--- src/rtl/gray_wptr_full.sv ---
// gray_wptr_full: write-side pointer and full-flag generator for an async FIFO.
// Keeps a binary write pointer, publishes its Gray form for the read domain,
// synchronises the Gray read pointer through two flops, and derives the
// registered full flag and fill level from the synchronised value.
// Optional feature: define GRAY_WPTR_ALMOST_FULL_EN to add the AF_THRESH
// parameter and the registered walmost_full output.
module gray_wptr_full #(
  parameter int ADDRSIZE = 4
`ifdef GRAY_WPTR_ALMOST_FULL_EN
  ,
  parameter int AF_THRESH = 12
`endif
) (
  input  logic                clk,
  input  logic                rst,
  input  logic                winc,
  input  logic [ADDRSIZE:0]   rptr_gray,
  output logic [ADDRSIZE-1:0] waddr,
  output logic [ADDRSIZE:0]   wptr_gray,
  output logic                wfull,
  output logic [ADDRSIZE:0]   wcount
`ifdef GRAY_WPTR_ALMOST_FULL_EN
  ,
  output logic                walmost_full
`endif
);

  localparam int PTR_W = ADDRSIZE + 1;

  // Binary to Gray: adjacent values differ in exactly one bit.
  function automatic logic [PTR_W-1:0] bin2gray(input logic [PTR_W-1:0] b);
    return (b >> 1) ^ b;
  endfunction

  // Gray to binary by XOR prefix from the MSB downwards.
  function automatic logic [PTR_W-1:0] gray2bin(input logic [PTR_W-1:0] g);
    logic [PTR_W-1:0] b;
    b[PTR_W-1] = g[PTR_W-1];
    for (int i = PTR_W - 2; i >= 0; i--) begin
      b[i] = b[i+1] ^ g[i];
    end
    return b;
  endfunction

  logic [PTR_W-1:0] wbin_r;
  logic [PTR_W-1:0] rq1_r;
  logic [PTR_W-1:0] rq2_r;

  logic             winc_ok_s;
  logic [PTR_W-1:0] wbin_next_s;
  logic [PTR_W-1:0] wgray_next_s;
  logic [PTR_W-1:0] rbin_sync_s;
  logic [PTR_W-1:0] full_cmp_s;
  logic [PTR_W-1:0] wcount_next_s;
  logic             wfull_next_s;

  // Two-flop synchroniser for the read pointer, nothing between the stages.
  always_ff @(posedge clk or posedge rst) begin
    if (rst) begin
      rq1_r <= {PTR_W{1'b0}};
      rq2_r <= {PTR_W{1'b0}};
    end else begin
      rq1_r <= rptr_gray;
      rq2_r <= rq1_r;
    end
  end

  // Next-pointer, full comparison and fill-level arithmetic.
  always_comb begin
    winc_ok_s     = 1'b0;
    wbin_next_s   = wbin_r;
    wgray_next_s  = {PTR_W{1'b0}};
    rbin_sync_s   = {PTR_W{1'b0}};
    full_cmp_s    = {PTR_W{1'b0}};
    wcount_next_s = {PTR_W{1'b0}};
    wfull_next_s  = 1'b0;

    if (winc && !wfull) begin
      winc_ok_s = 1'b1;
    end else begin
      winc_ok_s = 1'b0;
    end

    wbin_next_s   = wbin_r + {{ADDRSIZE{1'b0}}, winc_ok_s};
    wgray_next_s  = bin2gray(wbin_next_s);
    rbin_sync_s   = gray2bin(rq2_r);
    // Full when write pointer is one lap ahead: top two Gray bits inverted.
    full_cmp_s    = {~rq2_r[PTR_W-1:PTR_W-2], rq2_r[PTR_W-3:0]};
    wfull_next_s  = (wgray_next_s == full_cmp_s);
    wcount_next_s = wbin_next_s - rbin_sync_s;
  end

  // Pointer, Gray output, full flag and fill level registers.
  always_ff @(posedge clk or posedge rst) begin
    if (rst) begin
      wbin_r    <= {PTR_W{1'b0}};
      wptr_gray <= {PTR_W{1'b0}};
      wfull     <= 1'b0;
      wcount    <= {PTR_W{1'b0}};
    end else begin
      wbin_r    <= wbin_next_s;
      wptr_gray <= wgray_next_s;
      wfull     <= wfull_next_s;
      wcount    <= wcount_next_s;
    end
  end

  assign waddr = wbin_r[ADDRSIZE-1:0];

`ifdef GRAY_WPTR_ALMOST_FULL_EN
  localparam logic [PTR_W-1:0] AF_THRESH_C = PTR_W'(AF_THRESH);

  // Almost-full flag, same timing as the fill level.
  always_ff @(posedge clk or posedge rst) begin
    if (rst) begin
      walmost_full <= 1'b0;
    end else begin
      walmost_full <= (wcount_next_s >= AF_THRESH_C);
    end
  end
`else
  // Almost-full feature not built: no extra state.
`endif

endmodule

--- config.mk ---
export PLATFORM = sky130hd
export DESIGN_NAME = gray_wptr_full
export DESIGN_NICKNAME = d
export VERILOG_FILES = /design/src/rtl/gray_wptr_full.sv
export SDC_FILE = /design/constraint.sdc
export NUM_CORES = 1
export LEC_CHECK = 0
export BUFFER_PORTS_ARGS = -buffer_cell sky130_fd_sc_hd__buf_2
export CAP_MARGIN = 20
export CORE_MARGIN = 4
export CORE_UTILIZATION = 55
export CTS_CLUSTER_DIAMETER = 40
export CTS_CLUSTER_SIZE = 25
export DETAILED_ROUTE_END_ITERATION = 7
export PLACE_DENSITY = 0.79
export SLEW_MARGIN = 15
export SYNTH_ARGS = -nofsm -noshare
export SYNTH_HDL_FRONTEND = slang
export SYNTH_SLANG_ARGS = --single-unit
--- constraint.sdc ---
create_clock -name clk -period 7 [get_ports clk]
set_clock_uncertainty 0.2 [all_clocks]
set_input_delay 1.4 -clock clk [delete_from_list [all_inputs] [get_ports clk]]
set_output_delay 1.4 -clock clk [all_outputs]
set_load 0.02 [all_outputs]
==> results.py <==
metrics = {
    "finish": {
        "drive_gt1_share_pct": 29.20,
        "fin_cells": 140,
        "syn_to_final_growth_pct": 12.02,
        "nNetsFinal": 129,
        "fin_area_um2": 1329,
        "diodes": 0,
    },
    "clock_tree": {
        "htreeDepth": 1,
        "ctsResizeCount": 0,
        "cts_tree": "built",
        "clk_root_buffer_cell": "clkbuf_4",
        "cts.path.max_buffers": 2,
        "cts_made_buffers": 3,
        "post_cts_buffers": 0,
        "clk_pin_slew_ns": 0.15,
        "clock_sinks": 25,
        "clkLatencyLatePin_ns": 0.32,
        "holdBufCountCts": 0,
    },
    "worst_setup_path": {
        "cpMostUsedCell": "ha_1",
        "critPathArrivalTime_ns": 3.37,
        "crit_path_cell_trace": "buf_2 -> nor2b_1 -> ha_1 -> ha_1 -> xnor2_4 -> inv_1 -> ha_1 -> a21o_1 -> a21oi_1 -> xnor2_1",
        "startpoint_type": "primary input",
        "criticalPathCategory": "primary input to flip-flop",
        "max_stage_delay_ns": 0.45,
        "cp_data_required_time_ns": 7.06,
        "cp_max_fo": 8,
        "slowest_stage": "ha_1",
        "rrSetupSlack_ns": 4.25,
        "end_kind": "flip-flop",
    },
    "die": {
        "die_w_um": 54.44,
        "die_area_um2": 2964,
        "die_h_um": 54.44,
        "rows": 16,
        "start_util_pct": 59.25,
        "io_pins": 23,
        "core_region_area_um2": 2002,
    },
    "placed_design": {
        "hpwl_mm": 1.411,
        "place_inst": 136,
        "placed_area_um2": 1299,
        "gp_congestion": 0.8719,
        "io_buffers": 22,
    },
    "power": {
        "p_leak_nw": 0.6558,
        "p_per_area_nw_per_um2": 519.6,
        "max-vdd-ir-drop_mv": 0.3293,
    },
    "yosys": {
        "yosys_warnings": 0,
        "synth-main-ff-cell": "dfrtp_1",
        "yosysMostFrequentCell": "dfrtp_1",
        "yosysTopAreaCellShare_pct": 52.74,
        "netlist_area_um2": 1186,
        "ys_ff_latch": 25,
        "yosysTopAreaCell": "dfrtp_1",
        "avgSynthCellArea_um2": 13.03,
        "ys_types": 32,
        "async_reset_ff_share_pct": 100.0,
        "synth_edf_count": 0,
        "ys_top_cells_by_count": "dfrtp_1, xnor2_1, inv_1",
        "yosysSeqAreaShare_pct": 52.74,
        "syn_inst": 91,
        "synth_fp_nets": 106,
        "synth.area.top_cells": "dfrtp_1, xnor2_1, ha_1",
    },
    "hold_path": {
        "hp-class": "flip-flop to flip-flop",
    },
    "sta": {
        "min_period_ns": 3.315,
        "whs_ns": 0.1665,
        "final.setup.tns_ns": 0,
        "fin_crit_sh_pct": 47.35,
        "max_freq_mhz": 301.7,
        "maxSlewHeadroom_pct": 40.30,
        "setup_viol": 0,
        "hold_viol": 0,
        "drv_slew": 0,
        "worst-slew-pin-transition_ns": 0.8944,
        "rsz0062_at_grt": "false",
    },
    "run": {
        "max_cap_violations": 0,
    },
    "drt": {
        "drt_iter0_drc": 8,
        "wire_per_inst_um": 13.34,
        "dr.pass1.iters": 4,
        "drc": 0,
        "viasPerCell": 5.107,
        "route.vias.total": 715,
        "ant_nets": 0,
        "drt_wl_total_mm": 1.867,
    },
    "grt": {
        "grt_pass1_vias": 688,
        "overflow": 0,
        "grt_antenna_before_repair": 0,
        "grt_pass1_wl_mm": 3.105,
        "grt_usage_pct": 15.15,
        "grt_max_degree": 26,
    },
    "outcome": {
        "status": "complete, no violations",
    },
}
## worst paths after layout
kind	start	end	cells after the start
worst max-delay path	winc	wcount[4]	10
worst min-delay path	rq1_r[1]	rq2_r[1]	0
worst max register to register	rq2_r[3]	wcount[4]	10
worst min register to register	rq1_r[1]	rq2_r[1]	0
max in group asynchronous	rst	wcount[0]	2
min in group asynchronous	rst	wcount[3]	2
## final cells by class
class	instances	area, um2
clock inverters	1	7.507
fillers	171	673.1
repair buffers	22	110.1
inverters	8	30.03
multi-input cells	54	499.2
flip-flops and latches	25	625.6
well taps	27	33.78
clock buffers	3	22.52
## worst max-delay path: cells and delay by family
kind	cells	cell delay [ns]
adder cells (fa/ha/maj)	3	0.99
AO/OA/AOI/OAI	2	0.36
XOR/XNOR	2	0.33
buffers and inverters	2	0.16
AND/OR/NAND/NOR	1	0.13
## cells in the final DEF, fill, tap and decap left out, types with 2 or more instances in the layout
cell type   n
a21oi_1     3
dfrtp_1    25
buf_2      22
a21o_1      2
clkbuf_4    3
xor2_1      7
inv_1       8
nor2b_1     2
a211o_2     2
xnor2_1    10
nand2_1     2
ha_1        6
mux2i_1     2
## where the power goes
| group | internal, W | total (W) | switching (W) | leakage (nW) |
|---|---|---|---|---|
| registers | 0.000196 | 0.000236 | 0.0000397 | 0.294 |
| clock network | 0.0000218 | 0.0000663 | 0.0000445 | 0.0139 |
| logic | 0.000173 | 0.000389 | 0.000215 | 0.347 |
| total | 0.000391 | 0.000690 | 0.000300 | 0.656 |
## per-layer routing
layer	part of all wire, %	vias up	wire [um]	track usage (%)
met1	44	346	821	19.82
met4	2.9	0	54	7.884
li1	-	341	-	-
met2	47	22	877	23.51
met5	0	-	0	0
met3	6.1	6	113	3.270
## metrics by stage
stage	total power (W)	setup slack (ns)	util, %
6_report	0.0006904	3.685	66.38
5_1_grt	0.0007464	3.538	66.38
4_1_cts	0.0006998	3.663	66.38
3_5_place_dp	0.0006324	3.325	64.88
3_3_place_gp	0.0006170	3.459	64.88
2_1_floorplan	0.0005465	3.638	-
## registers in the layout, summed over array words and instances (netlist names)
name and flops:
rq1_r 5, wbin_r 5, rq2_r 5, wptr_gray 4, wfull 1, wcount 5
## cells by family after synthesis
kind of cell	share of synthesized area (%)
DFF	52.74
buffers and inverters	5.168
and+or+nand+nor	4.009
muxes	1.688
AOI/OAI and AO/OA	10.76
xor gates and xnor gates	17.62
adders and majority gates	8.017
Power figures use the tool's default switching activity.
